<file path="config.mk">
export PLATFORM = sky130hd
export DESIGN_NAME = rr_mux4_arbiter
export DESIGN_NICKNAME = d
export VERILOG_FILES = /design/src/rtl/rr_mux4_arbiter.sv
export SDC_FILE = /design/constraint.sdc
export NUM_CORES = 1
export LEC_CHECK = 0
export ABC_CLOCK_PERIOD_IN_PS = 5100
export CAP_MARGIN = 10
export CORE_MARGIN = 3
export CORE_UTILIZATION = 55
export CTS_CLUSTER_DIAMETER = 40
export CTS_CLUSTER_SIZE = 8
export DETAILED_ROUTE_END_ITERATION = 8
export DONT_BUFFER_PORTS = 1
export HOLD_SLACK_MARGIN = 0.05
export PLACE_DENSITY = 0.79
export SLEW_MARGIN = 20
export SYNTH_ARGS = -nofsm -noshare
export SYNTH_HDL_FRONTEND = slang
export SYNTH_SLANG_ARGS = --single-unit
</file>
<file path="constraint.sdc">
create_clock -name clk -period 5.1 [get_ports clk]
set_input_delay 1.02 -clock clk [delete_from_list [all_inputs] [get_ports clk]]
set_output_delay 1.02 -clock clk [all_outputs]
set_load 0.02 [all_outputs]
</file>
<file path="src/rtl/rr_mux4_arbiter.sv">
// Round-robin arbiter that time-shares one registered 4-bit output between four requesters.
// Tenure is bounded to MAX_HOLD cycles while others wait; switch-over between grantees has no bubble.
module rr_mux4_arbiter #(
    parameter int MAX_HOLD = 4,
    parameter int CNT_W    = 4
) (
    input  logic       clk,
    input  logic       reset,
    input  logic [3:0] R,
    input  logic [3:0] A,
    input  logic [3:0] B,
    input  logic [3:0] C,
    input  logic [3:0] D,
    output logic [3:0] Y,
    output logic [1:0] S,
    output logic [3:0] G,
    output logic       V
);

    typedef enum logic [0:0] {
        ST_IDLE  = 1'b0,
        ST_GRANT = 1'b1
    } state_t;

    localparam logic [CNT_W-1:0] HOLD_LAST = CNT_W'(MAX_HOLD - 1);

    state_t           r_state;
    logic [1:0]       r_ptr;
    logic [CNT_W-1:0] r_cnt;
    logic [3:0]       r_y;
    logic [1:0]       r_s;
    logic [3:0]       r_g;
    logic             r_v;

    state_t           w_state;
    logic [1:0]       w_ptr;
    logic [CNT_W-1:0] w_cnt;
    logic [3:0]       w_y;
    logic [1:0]       w_s;
    logic [3:0]       w_g;
    logic             w_v;
    logic [3:0]       w_others;
    logic             w_release;
    logic [3:0]       w_pick_req;
    logic [1:0]       w_pick_ptr;
    logic [2:0]       w_pick;

    // Returns {found, index}; scanning offsets high-to-low lets the nearest offset win.
    function automatic logic [2:0] rr_pick(input logic [3:0] req, input logic [1:0] ptr);
        logic [2:0] res;
        logic [1:0] idx;
        res = 3'b000;
        for (int i = 3; i >= 0; i--) begin
            idx = ptr + 2'(i);
            if (req[idx]) begin
                res = {1'b1, idx};
            end else begin
                res = res;
            end
        end
        return res;
    endfunction

    function automatic logic [3:0] data_sel(input logic [1:0] idx, input logic [3:0] a,
                                            input logic [3:0] b, input logic [3:0] c,
                                            input logic [3:0] d);
        logic [3:0] res;
        case (idx)
            2'd0:    res = a;
            2'd1:    res = b;
            2'd2:    res = c;
            2'd3:    res = d;
            default: res = 4'h0;
        endcase
        return res;
    endfunction

    function automatic logic [3:0] onehot(input logic [1:0] idx);
        return 4'b0001 << idx;
    endfunction

    // Next-state, pick and output-register selection.
    always_comb begin
        w_state    = r_state;
        w_ptr      = r_ptr;
        w_cnt      = r_cnt;
        w_y        = r_y;
        w_s        = r_s;
        w_g        = r_g;
        w_v        = r_v;
        w_others   = R & ~onehot(r_s);
        w_release  = ~R[r_s] | ((r_cnt == HOLD_LAST) & (|w_others));
        if (r_state == ST_GRANT) begin
            w_pick_req = w_others;
            w_pick_ptr = r_s + 2'd1;
        end else begin
            w_pick_req = R;
            w_pick_ptr = r_ptr;
        end
        w_pick = rr_pick(w_pick_req, w_pick_ptr);

        case (r_state)
            ST_IDLE: begin
                if (w_pick[2]) begin
                    w_state = ST_GRANT;
                    w_g     = onehot(w_pick[1:0]);
                    w_s     = w_pick[1:0];
                    w_v     = 1'b1;
                    w_y     = data_sel(w_pick[1:0], A, B, C, D);
                    w_cnt   = {CNT_W{1'b0}};
                end else begin
                    w_g = 4'b0000;
                    w_v = 1'b0;
                    w_y = 4'h0;
                end
            end
            ST_GRANT: begin
                if (w_release) begin
                    w_ptr = r_s + 2'd1;
                    w_cnt = {CNT_W{1'b0}};
                    if (w_pick[2]) begin
                        w_g = onehot(w_pick[1:0]);
                        w_s = w_pick[1:0];
                        w_v = 1'b1;
                        w_y = data_sel(w_pick[1:0], A, B, C, D);
                    end else begin
                        w_state = ST_IDLE;
                        w_g     = 4'b0000;
                        w_v     = 1'b0;
                        w_y     = 4'h0;
                    end
                end else begin
                    w_y = data_sel(r_s, A, B, C, D);
                    // Sole requester at the limit keeps the grant and restarts its tenure.
                    if (r_cnt == HOLD_LAST) begin
                        w_cnt = {CNT_W{1'b0}};
                    end else begin
                        w_cnt = r_cnt + {{(CNT_W-1){1'b0}}, 1'b1};
                    end
                end
            end
            default: begin
                w_state = ST_IDLE;
                w_ptr   = 2'd0;
                w_cnt   = {CNT_W{1'b0}};
                w_y     = 4'h0;
                w_s     = 2'd0;
                w_g     = 4'b0000;
                w_v     = 1'b0;
            end
        endcase
    end

    // State and output registers with synchronous reset.
    always_ff @(posedge clk) begin
        if (reset) begin
            r_state <= ST_IDLE;
            r_ptr   <= 2'd0;
            r_cnt   <= {CNT_W{1'b0}};
            r_y     <= 4'h0;
            r_s     <= 2'd0;
            r_g     <= 4'b0000;
            r_v     <= 1'b0;
        end else begin
            r_state <= w_state;
            r_ptr   <= w_ptr;
            r_cnt   <= w_cnt;
            r_y     <= w_y;
            r_s     <= w_s;
            r_g     <= w_g;
            r_v     <= w_v;
        end
    end

    assign Y = r_y;
    assign S = r_s;
    assign G = r_g;
    assign V = r_v;

endmodule

</file>
==> flow_results.xml <==
<?xml version="1.0" encoding="UTF-8"?>
<metrics>
  <group name="timing">
    <metric name="max-slew-margin-rel" unit="%">49.55</metric>
    <metric name="whs" unit="ps">513.3</metric>
    <metric name="setup_total_negative_slack" unit="ps">0</metric>
    <metric name="max_freq" unit="GHz">0.3600</metric>
    <metric name="finalClockSkew" unit="ps">10.74</metric>
    <metric name="timing_hold_violations_final" unit="">0</metric>
    <metric name="slew_viol_final" unit="">0</metric>
    <metric name="layout_setup_ws" unit="ps">2322</metric>
    <metric name="layout_min_cycle_time" unit="ps">2778</metric>
    <metric name="tightestPinTransition" unit="ps">749.8</metric>
    <metric name="unrepaired_setup_endpoints_after_global_routing" unit="">no</metric>
    <metric name="part_of_the_cycle_the_worst_path_needs" unit="%">54.47</metric>
    <metric name="timing.final.setup_violations" unit="">0</metric>
  </group>
  <group name="yosys">
    <metric name="synth.yosys.warnings" unit="">0</metric>
    <metric name="synth_fp_nets" unit="">177</metric>
    <metric name="yosys.area.top_type_share" unit="%">28.80</metric>
    <metric name="ys_top_cells_by_area" unit="">sky130_fd_sc_hd__dfxtp_1 29%, sky130_fd_sc_hd__nand2_1 7.5%, sky130_fd_sc_hd__ha_1 5.0%, sky130_fd_sc_hd__o31ai_1 4.8%, sky130_fd_sc_hd__a21oi_1 3.6%</metric>
    <metric name="post_syn_area" unit="um^2">1251</metric>
    <metric name="synth.yosys.seq_area_share" unit="%">28.80</metric>
    <metric name="synth_seq_cells" unit="">18</metric>
    <metric name="synth_cell_types" unit="">44</metric>
    <metric name="synth.avg_cell_area" unit="um^2">8.341</metric>
    <metric name="synthCells" unit="">150</metric>
    <metric name="synthDominantAreaCellType" unit="">sky130_fd_sc_hd__dfxtp_1</metric>
  </group>
  <group name="global_route">
    <metric name="grt_start_max_net_pins" unit="">18</metric>
    <metric name="vias_in_the_first_global_route" unit="">1105</metric>
    <metric name="track_usage" unit="%">21.04</metric>
    <metric name="antenna_violations_before_repair" unit="">0</metric>
    <metric name="gr-total-overflow" unit="">0</metric>
    <metric name="grt_first_pass_wirelength" unit="mm">4.588</metric>
  </group>
  <group name="clock_network">
    <metric name="cts_hold_buf" unit="">0</metric>
    <metric name="cts_resized" unit="">0</metric>
    <metric name="cts.root.buffer_cell" unit="">sky130_fd_sc_hd__clkbuf_4</metric>
    <metric name="cts_buffer_depth" unit="">2</metric>
    <metric name="clock_tree_from_tritoncts" unit="">yes</metric>
    <metric name="cts-buffers-inserted" unit="">3</metric>
    <metric name="cts.clk_slew.worst_paths" unit="ps">100</metric>
    <metric name="clkSinkCount" unit="">18</metric>
    <metric name="clock_insertion_delay_worst_skew" unit="ps">300</metric>
    <metric name="htree_levels" unit="">1</metric>
    <metric name="cts_post_setup_buffers_inserted" unit="">0</metric>
  </group>
  <group name="setup_path">
    <metric name="critical_path_buf_inv_count" unit="">1</metric>
    <metric name="crit_chain" unit="">inv_1 &gt; ha_1 &gt; a21boi_1 &gt; nand2_1 &gt; o221a_2 &gt; o211a_1 &gt; or3_1 &gt; a21oi_1</metric>
    <metric name="worst_setup_path_end_kind" unit="">flip-flop</metric>
    <metric name="cp-startpoint" unit="">S[0]</metric>
    <metric name="cp-start-kind" unit="">flip-flop</metric>
    <metric name="ff2ff_path_depth" unit="">8</metric>
    <metric name="crit_family" unit="">compound AO/OA/AOI/OAI gates</metric>
    <metric name="crit_slowest_cell" unit="">sky130_fd_sc_hd__dfxtp_1</metric>
    <metric name="worst_r2r_endpoint" unit="">G[0]</metric>
    <metric name="critical_path.max_fanout" unit="">17</metric>
    <metric name="critical_path_required" unit="ps">5340</metric>
    <metric name="ff2ff_setup_slack" unit="ps">2320</metric>
    <metric name="setup.worst_path.class" unit="">reg -&gt; reg</metric>
    <metric name="r2r_start" unit="">S[0]</metric>
    <metric name="timing.critical_path.arrival" unit="ps">3020</metric>
    <metric name="slowest_delay" unit="ps">650</metric>
    <metric name="worst_setup_path_endpoint" unit="">G[0]</metric>
    <metric name="worstSetupPathDepth" unit="">8</metric>
  </group>
  <group name="drt">
    <metric name="num_vias" unit="">1152</metric>
    <metric name="first_iter_violations" unit="">42</metric>
    <metric name="detail_route.vias_per_cell" unit="">6.583</metric>
    <metric name="final_antenna_net_count" unit="">0</metric>
    <metric name="routed_wirelength" unit="mm">2.855</metric>
    <metric name="wire_per_inst" unit="um">16.31</metric>
    <metric name="route.detailed.drc" unit="">0</metric>
    <metric name="first_pass_iters" unit="">4</metric>
  </group>
  <group name="layout">
    <metric name="design.final.nets" unit="">176</metric>
    <metric name="area.growth.synth_to_final" unit="%">2.000</metric>
    <metric name="antenna-diode-count" unit="">0</metric>
    <metric name="drive_gt1_share" unit="%">10.81</metric>
    <metric name="finalNonFillerCells" unit="">175</metric>
    <metric name="stdcell_area" unit="um^2">1276</metric>
    <metric name="finish.utilization" unit="%">61.89</metric>
  </group>
  <group name="die">
    <metric name="chipWidth" unit="um">53.70</metric>
    <metric name="rows" unit="">16</metric>
    <metric name="floorplan.initialDensity" unit="%">60.68</metric>
    <metric name="chipHeight" unit="um">53.70</metric>
    <metric name="number_of_primary_i_o_pins" unit="">33</metric>
    <metric name="core_area" unit="um^2">2062</metric>
    <metric name="die_area" unit="um^2">2883</metric>
  </group>
  <group name="pwr">
    <metric name="vdd.ir_drop.worst" unit="mV">0.2796</metric>
    <metric name="cellPowerDensity" unit="nW/um^2">350.8</metric>
    <metric name="total_power" unit="mW">0.4478</metric>
    <metric name="power.static_leakage" unit="nW">0.4968</metric>
  </group>
  <group name="placement">
    <metric name="placement.io_buffers" unit="">0</metric>
    <metric name="place_hpwl" unit="mm">2.170</metric>
    <metric name="dpl_worst_slack" unit="ps">2347</metric>
    <metric name="gp_routability_congestion" unit="">0.8260</metric>
    <metric name="placedCellCount" unit="">171</metric>
    <metric name="place_area" unit="um^2">1240</metric>
  </group>
  <group name="outcome">
    <metric name="run_status" unit="">finished, final reports clean</metric>
  </group>
  <group name="hold_path">
    <metric name="hold_path.class" unit="">reg -&gt; reg</metric>
  </group>
  <group name="run">
    <metric name="drv_cap" unit="">0</metric>
  </group>
</metrics>
==> final cells by class <==
cell class / count / area, um^2
clock buffers: 4 / 36.28
fillers: 177 / 785.8
inverters: 2 / 7.507
multi-input cells: 124 / 838.3
flip-flops and latches: 18 / 360.3
well taps: 27 / 33.78
==> logic make-up after synthesis <==
kind of cell | synth area share [%]
adder cells (fa/ha/maj) | 5.000
multiplexers | 5.900
AND/OR/NAND/NOR | 25.60
AO/OA/AOI/OAI | 30.50
buffers and inverters | 4.200
flip-flops | 28.80
==> sequential cells by signal, summed over array words and instances, names as in the netlist <==
name	cells
V	1
r_ptr	2
G	4
r_state	1
S	2
Y	4
r_cnt	4
==> tightest hold or removal path: stages (launching register included) <==
cell and delay [ps]:
sky130_fd_sc_hd__dfxtp_1 350, sky130_fd_sc_hd__nand2b_1 80, sky130_fd_sc_hd__a21oi_1 50
==> routing by layer <==
metal  GRT usage (%)  up-vias  wire length (um)
li1                -      570                 -
met1           24.37      547              1267
met2           37.50       33              1336
met3           6.925        2               244
met4           3.830        0                 7
met5               0        -                 0
==> synth_stat cells, drive strengths merged <==
| cell type | count |
|---|---|
| or2b | 1 |
| a21bo | 2 |
| o22a | 1 |
| nor2 | 10 |
| buf | 6 |
| inv | 2 |
| mux2 | 3 |
| o211ai | 1 |
| o21ai | 7 |
| mux2i | 4 |
| o21a | 1 |
| nor4 | 1 |
| nand4 | 1 |
| and3 | 4 |
| ha | 5 |
| o41ai | 1 |
| a22oi | 3 |
| o2111a | 1 |
| dfxtp | 18 |
| o31ai | 8 |
| a21oi | 9 |
| nand2 | 25 |
| or3 | 3 |
| o211a | 1 |
| nor2b | 3 |
| nand4b | 1 |
| a221o | 2 |
| o22ai | 1 |
| nand2b | 1 |
| o2111ai | 1 |
| and4b | 2 |
| o221a | 1 |
| and2b | 2 |
| nand3 | 3 |
| a222oi | 4 |
| nor3 | 6 |
| a21boi | 4 |
| nor3b | 1 |
==> how the worst min path moves through the flow <==
stage / slack (ps) / to / cells past startpoint / from
after floorplan: 470 / r_cnt[3] / 2 / r_cnt[3]
after global placement: 480 / r_cnt[3] / 2 / r_cnt[3]
after detailed placement: 500 / r_cnt[3] / 2 / r_cnt[3]
after CTS: 520 / r_cnt[3] / 2 / r_cnt[3]
after global routing: 550 / r_cnt[3] / 2 / r_cnt[3]
final: 510 / r_cnt[3] / 2 / r_cnt[3]
==> power breakdown <==
group | internal, mW | switching, mW
Combinational | 0.0661 | 0.0954
Sequential | 0.161 | 0.0389
Clock | 0.0435 | 0.0428
==> layout by cell type, fill, tap and decap left out, drive strengths merged, types with 4 or more instances in the layout <==
cell type and n:
nor2 10, dfxtp 18, o21ai 7, and3 4, clkbuf 4, mux2i 4, nand2 25, a222oi 4
a21boi 4, nor3 6, ha 5, a21oi 9, o31ai 8
No activity file was read; power rests on OpenSTA's default activity.
